### src/rtl/fetch_queue_if.sv
// Fetch-to-decode queue bus: enqueue side from fetch, dequeue side toward decode, plus flush and occupancy.
// A transfer fires on a side exactly when valid and ready are both high at a rising clk edge; valid never waits on ready.
interface fetch_queue_if #(
   parameter int DEPTH   = 4,
   parameter int PC_W    = 12,
   parameter int INSTR_W = 32
);
   localparam int CNT_W = $clog2(DEPTH) + 1;

   logic               flush;
   logic               enq_valid;
   logic [PC_W-1:0]    enq_pc;
   logic [INSTR_W-1:0] enq_instr;
   logic               enq_ready;
   logic               deq_valid;
   logic [PC_W-1:0]    deq_pc;
   logic [INSTR_W-1:0] deq_instr;
   logic               deq_ready;
   logic [CNT_W-1:0]   count;

   modport master (
      output flush, enq_valid, enq_pc, enq_instr, deq_ready,
      input  enq_ready, deq_valid, deq_pc, deq_instr, count
   );

   modport slave (
      input  flush, enq_valid, enq_pc, enq_instr, deq_ready,
      output enq_ready, deq_valid, deq_pc, deq_instr, count
   );
endinterface

### src/rtl/fetch_queue.sv
// In-order fetch/decode decoupling FIFO with redirect flush.
// Optional same-cycle forwarding when empty is enabled by defining FETCH_QUEUE_BYPASS_EN.
module fetch_queue #(
   parameter int DEPTH   = 4,
   parameter int PC_W    = 12,
   parameter int INSTR_W = 32
) (
   input  logic        clk,
   input  logic        rst_n,
   fetch_queue_if.slave bus
);
   localparam int IDX_W = $clog2(DEPTH);
   localparam int PTR_W = IDX_W + 1;
   localparam int ENT_W = PC_W + INSTR_W;

   logic [ENT_W-1:0] mem [DEPTH];
   logic [PTR_W-1:0] head;
   logic [PTR_W-1:0] tail;
   logic [PTR_W-1:0] count;

   logic empty;
   logic full;
   logic enq_fire;
   logic deq_fire;
   logic bypass_take;
   logic do_write;
   logic do_pop;
   logic [ENT_W-1:0] head_entry;

   // Extra wrap bit distinguishes full from empty when indices match.
   assign empty = (head == tail);
   assign full  = (head[IDX_W-1:0] == tail[IDX_W-1:0]) && (head[IDX_W] != tail[IDX_W]);
   assign head_entry = mem[head[IDX_W-1:0]];

   assign bus.enq_ready = !full && !bus.flush;
   assign enq_fire      = bus.enq_valid && bus.enq_ready;
   assign deq_fire      = bus.deq_valid && bus.deq_ready;
   assign bus.count     = count;

`ifdef FETCH_QUEUE_BYPASS_EN
   logic bypass_active;
   assign bypass_active = empty && !bus.flush;

   always_comb begin
      bus.deq_valid = 1'b0;
      bus.deq_pc    = '0;
      bus.deq_instr = '0;
      if (bypass_active) begin
         bus.deq_valid = bus.enq_valid;
         if (bus.enq_valid) begin
            bus.deq_pc    = bus.enq_pc;
            bus.deq_instr = bus.enq_instr;
         end
      end else if (!empty && !bus.flush) begin
         bus.deq_valid = 1'b1;
         {bus.deq_pc, bus.deq_instr} = head_entry;
      end
   end

   // A forwarded pair that decode takes immediately never touches storage.
   assign bypass_take = bypass_active && enq_fire && deq_fire;
`else
   always_comb begin
      bus.deq_valid = 1'b0;
      bus.deq_pc    = '0;
      bus.deq_instr = '0;
      if (!empty && !bus.flush) begin
         bus.deq_valid = 1'b1;
         {bus.deq_pc, bus.deq_instr} = head_entry;
      end
   end

   assign bypass_take = 1'b0;
`endif

   assign do_write = enq_fire && !bypass_take;
   assign do_pop   = deq_fire && !bypass_take;

   always_ff @(posedge clk or negedge rst_n) begin
      if (!rst_n) begin
         for (int i = 0; i < DEPTH; i++) begin
            mem[i] <= '0;
         end
      end else if (do_write) begin
         mem[tail[IDX_W-1:0]] <= {bus.enq_pc, bus.enq_instr};
      end
   end

   always_ff @(posedge clk or negedge rst_n) begin
      if (!rst_n) begin
         head  <= '0;
         tail  <= '0;
         count <= '0;
      end else if (bus.flush) begin
         head  <= '0;
         tail  <= '0;
         count <= '0;
      end else begin
         if (do_write) tail <= tail + PTR_W'(1);
         if (do_pop)   head <= head + PTR_W'(1);
         case ({do_write, do_pop})
            2'b10:   count <= count + PTR_W'(1);
            2'b01:   count <= count - PTR_W'(1);
            default: count <= count;
         endcase
      end
   end
endmodule

### src/flat_wrapper.sv
// flat-port wrapper written by rule: the top's interface ports become plain ports
module fetch_queue_flat 
#(
   parameter int DEPTH   = 4,
   parameter int PC_W    = 12,
   parameter int INSTR_W = 32
)
  (clk, rst_n, bus_flush, bus_enq_valid, bus_enq_pc, bus_enq_instr, bus_deq_ready, bus_enq_ready, bus_deq_valid, bus_deq_pc, bus_deq_instr, bus_count);
  fetch_queue_if #(.DEPTH(DEPTH), .PC_W(PC_W), .INSTR_W(INSTR_W)) bus_i ();
  input  logic clk;
  input  logic rst_n;
  input wire logic [$bits(bus_i.flush)-1:0] bus_flush;
  input wire logic [$bits(bus_i.enq_valid)-1:0] bus_enq_valid;
  input wire logic [$bits(bus_i.enq_pc)-1:0] bus_enq_pc;
  input wire logic [$bits(bus_i.enq_instr)-1:0] bus_enq_instr;
  input wire logic [$bits(bus_i.deq_ready)-1:0] bus_deq_ready;
  output wire logic [$bits(bus_i.enq_ready)-1:0] bus_enq_ready;
  output wire logic [$bits(bus_i.deq_valid)-1:0] bus_deq_valid;
  output wire logic [$bits(bus_i.deq_pc)-1:0] bus_deq_pc;
  output wire logic [$bits(bus_i.deq_instr)-1:0] bus_deq_instr;
  output wire logic [$bits(bus_i.count)-1:0] bus_count;
  assign bus_i.flush = bus_flush;
  assign bus_i.enq_valid = bus_enq_valid;
  assign bus_i.enq_pc = bus_enq_pc;
  assign bus_i.enq_instr = bus_enq_instr;
  assign bus_i.deq_ready = bus_deq_ready;
  assign bus_enq_ready = bus_i.enq_ready;
  assign bus_deq_valid = bus_i.deq_valid;
  assign bus_deq_pc = bus_i.deq_pc;
  assign bus_deq_instr = bus_i.deq_instr;
  assign bus_count = bus_i.count;
  fetch_queue #(.DEPTH(DEPTH), .PC_W(PC_W), .INSTR_W(INSTR_W)) u_core (.clk(clk), .rst_n(rst_n), .bus(bus_i));
endmodule
### config.mk
export PLATFORM = sky130hd
export DESIGN_NAME = fetch_queue_flat
export DESIGN_NICKNAME = d
export VERILOG_FILES = /design/src/rtl/fetch_queue_if.sv /design/src/rtl/fetch_queue.sv /design/src/flat_wrapper.sv
export SDC_FILE = /design/constraint.sdc
export NUM_CORES = 1
export LEC_CHECK = 0
export CELL_PAD_IN_SITES_DETAIL_PLACEMENT = 0
export CELL_PAD_IN_SITES_GLOBAL_PLACEMENT = 1
export CORE_MARGIN = 2
export CORE_UTILIZATION = 30
export CTS_BUF_LIST = sky130_fd_sc_hd__clkbuf_4 sky130_fd_sc_hd__clkbuf_8
export DETAILED_ROUTE_END_ITERATION = 8
export PLACE_DENSITY_LB_ADDON = 0.1
export SYNTH_ARGS = -nofsm -noshare
export SYNTH_HDL_FRONTEND = slang
export SYNTH_SLANG_ARGS = --single-unit
### constraint.sdc
create_clock -name clk -period 5.05 [get_ports clk]
set_input_delay 1.01 -clock clk [delete_from_list [all_inputs] [get_ports clk]]
set_output_delay 1.01 -clock clk [all_outputs]
set_load 0.01 [all_outputs]
==> impl_metrics.py <==
metrics = {
    "status": {
        "outcome": "finished, final reports clean",
    },
    "place": {
        "place_inst": 1005,
        "placed_area_um2": 9990,
        "dp_hpwl_mm": 12.2,
        "routabilityCongestion": 0.721,
        "portBuffers": 97,
    },
    "final_layout": {
        "num-fill-cells": 2741,
        "n_antenna_cell": 0,
        "drive_gt1_share_pct": 40.6,
        "fin_cells": 1037,
        "multiInputGateArea_um2": 3820,
        "regArea_um2": 4630,
        "synthToLayoutAreaGrowth_pct": 18.4,
        "nets": 695,
        "fin_area_um2": 10400,
        "layout_commonest_cell": "dfrtp_1",
        "final_util_pct": 36.1,
        "layout_common_cells": "dfrtp_1 (183), mux2_2 (163), clkdlybuf4s50_1 (96)",
    },
    "yosys": {
        "ys_seq_elements": 185,
        "yosys_warnings": 0,
        "synthMuxAreaShare_pct": 34.2,
        "synthTopCellsByArea": "dfrtp_1 (53%), mux2_2 (21%), mux4_2 (11%), nor2b_1 (3.3%), buf_6 (2.2%)",
        "syn-num-nets": 605,
        "avgSynthCellArea_um2": 16.0,
        "synth-xor-area-share_pct": 1.54,
        "yosysUniqueCellTypes": 36,
        "yosys.area.top_type": "dfrtp_1",
        "ys_seq_area_share_pct": 52.8,
        "synth_compound_area_share_pct": 1.18,
        "synth_simple_gate_area_share_pct": 5.65,
        "synth_area_um2": 8780,
        "synth-adder-area-share_pct": 0.941,
        "syn_inst": 550,
        "synth_top_family_by_area": "multiplexers",
        "synth_top_area_share_pct": 52.8,
    },
    "clock_tree": {
        "cts_tree": "yes",
        "cts_resized": 0,
        "cts.reportedPaths.clkPinSlew_ns": 0.10,
        "cts-root-buf": "clkbuf_8",
        "clock-sinks": 185,
        "post_cts_buffers": 0,
        "clk_path_buf_depth": 2,
        "hold_buffers": 0,
        "clock_latency_ns": 0.46,
        "cts_buffers": 17,
        "htreeDepth": 4,
    },
    "floorplan": {
        "die_x_um": 175,
        "initial_core_util_pct": 30.5,
        "core_um2": 28800,
        "fp-row-count": 62,
        "design.die.area_um2": 30600,
        "io_pins": 98,
        "die_h_um": 175,
    },
    "setup_path": {
        "slowest_stage": "dfrtp_4",
        "r2r.worst_path.cells": 9,
        "ff2ff_setup_slack_ns": 1.91,
        "crit_chain": "buf_4, mux4_2, nor2b_1, clkdlybuf4s50_1",
        "arrival_ns": 3.13,
        "setup.worst_path.end_class": "output port",
        "worstReg2RegStart": "u_core.head[0]",
        "regToRegEndpoint": "u_core.bus.count[1]",
        "path_buf_inv": 2,
        "critPathRequiredTime_ns": 4.04,
        "critPathKind": "reg2out",
        "crit_family": "buffers and inverters",
        "crit_start": "u_core.head[0]",
        "cpPeakStageDelay_ns": 0.74,
        "path_max_fanout": 29,
        "cp-endpoint": "bus_deq_instr[1]",
        "path_depth": 4,
        "start_kind": "flop",
    },
    "sta": {
        "rsz0062_at_grt": "no",
        "fmax_mhz": 242,
        "finalSetupTns_ns": 0,
        "hold_viol": 0,
        "setup-violations-final": 0,
        "whs_ns": 0.496,
        "finalClockSkew_ns": 0.0170,
        "relSlewSlack_pct": 27.6,
        "fin_crit_sh_pct": 82.0,
        "report.final.slew_viol_count": 0,
        "period_needed_ns": 4.14,
        "tightest_slew_ns": 1.09,
    },
    "grt": {
        "grt_pass1_wl_mm": 32.4,
        "grt.total_usage_pct": 13.9,
        "antenna_found_initial": 0,
        "gr-total-overflow": 0,
        "grt_pass1_vias": 5739,
        "grt_max_degree": 132,
    },
    "power": {
        "leakage_uw": 0.00429,
        "clkPwrFrac_pct": 22.0,
        "power_density_nw_per_um2": 439,
        "power_frac_comb_pct": 30.7,
        "peakVddDrop_mv": 0.216,
        "internal_power_uw": 3260,
        "p_sw_uw": 1300,
        "power.share.sequential_pct": 47.3,
        "swShare_pct": 28.5,
    },
    "min_path": {
        "min_from": "u_core.mem[156]",
        "holdCritPathClass": "reg2reg",
    },
    "routing": {
        "ant_nets": 0,
        "drt_iter0_drc": 148,
        "dr.pass1.iters": 4,
        "routed_wl_mm": 20.0,
        "drcViolationCount": 0,
        "vias": 4872,
        "routedWlPerCell_um": 19.3,
        "via_per_inst": 4.70,
    },
    "job": {
        "cap_violations": 0,
    },
}
[power groups by stage]
stage	Combinational (uW)	Clock, uW	Sequential (uW)
final	1400	1000	2160
after global routing	1520	1130	2220
after detailed placement	1440	0	2200
after CTS	1440	1060	2170
after floorplan	1040	0	2090
after global placement	1400	0	2160
[per-layer routing]
layer	vias to the layer above	GRT usage [%]	wire length, um
met5	-	0	0
met4	0	3.65	194
met3	13	3.20	600
met2	63	24.6	10400
met1	2617	17.0	8870
li1	2179	-	-
[synthesized netlist by cell type, drive strengths merged]
cell type,n
a2111oi,1
a211o,1
a21oi,3
a31oi,2
a32oi,1
and2,1
and3,1
buf,26
clkbuf,8
dfrtp,185
fa,1
ha,5
inv,5
mux2,177
mux2i,2
mux4,44
nand2,5
nand2b,1
nand3,6
nand4,1
nor2,11
nor2b,46
o21ai,2
o221ai,3
or3,3
xnor2,7
xor2,2
[worst reg2reg max path, cell delays in order, from the launching register on]
cell and delay (ns):
dfrtp_4 0.69, xnor2_4 0.31, nand3_1 0.16, nand2b_2 0.40, inv_1 0.11, and3_1 0.19, fa_1 0.50, or3_1 0.40
a21oi_1 0.19, a2111oi_2 0.07
[cell type report]
cell class	count	share of cell area, %
inverters	5	0.181
well taps	384	4.63
multi-input cells	326	36.8
clock inverters	13	1.41
flip-flops and latches	185	44.6
repair buffers	105	9.96
clock buffers	19	2.40
[cells by family (layout without fill, tap and decap cells)]
family          after synthesis  count (layout)
flops                       185             185
fa+ha+maj                     6               6
simple gates                 75              75
mux                         223             223
buf+inv                      39             142
xor+xnor                      9               9
compound gates               13              13
[state kept, by name (all words and copies together) (netlist names)]
register and count:
u_core.head 3, u_core.bus.count 3, u_core.mem 176, u_core.tail 3
[worst min path at each step]
| stage | slack [ns] | end | cells after the start |
|---|---|---|---|
| 3_5_place_dp | 0.48 | u_core.mem[156] | 1 |
| 2_1_floorplan | 0.46 | u_core.mem[46] | 1 |
| 5_1_grt | 0.52 | u_core.mem[75] | 1 |
| 4_1_cts | 0.50 | u_core.mem[46] | 1 |
| 3_3_place_gp | 0.47 | u_core.mem[6] | 1 |
| 6_report | 0.50 | u_core.mem[156] | 1 |
[metrics by stage]
stage / power (uW) / setup slack, ns
after floorplan: 3130 / 2.23
after detailed placement: 3640 / 1.08
after global routing: 4870 / 0.653
after global placement: 3570 / 1.09
after CTS: 4670 / 0.743
final: 4560 / 0.911
No activity file was read; power rests on OpenSTA's default activity.
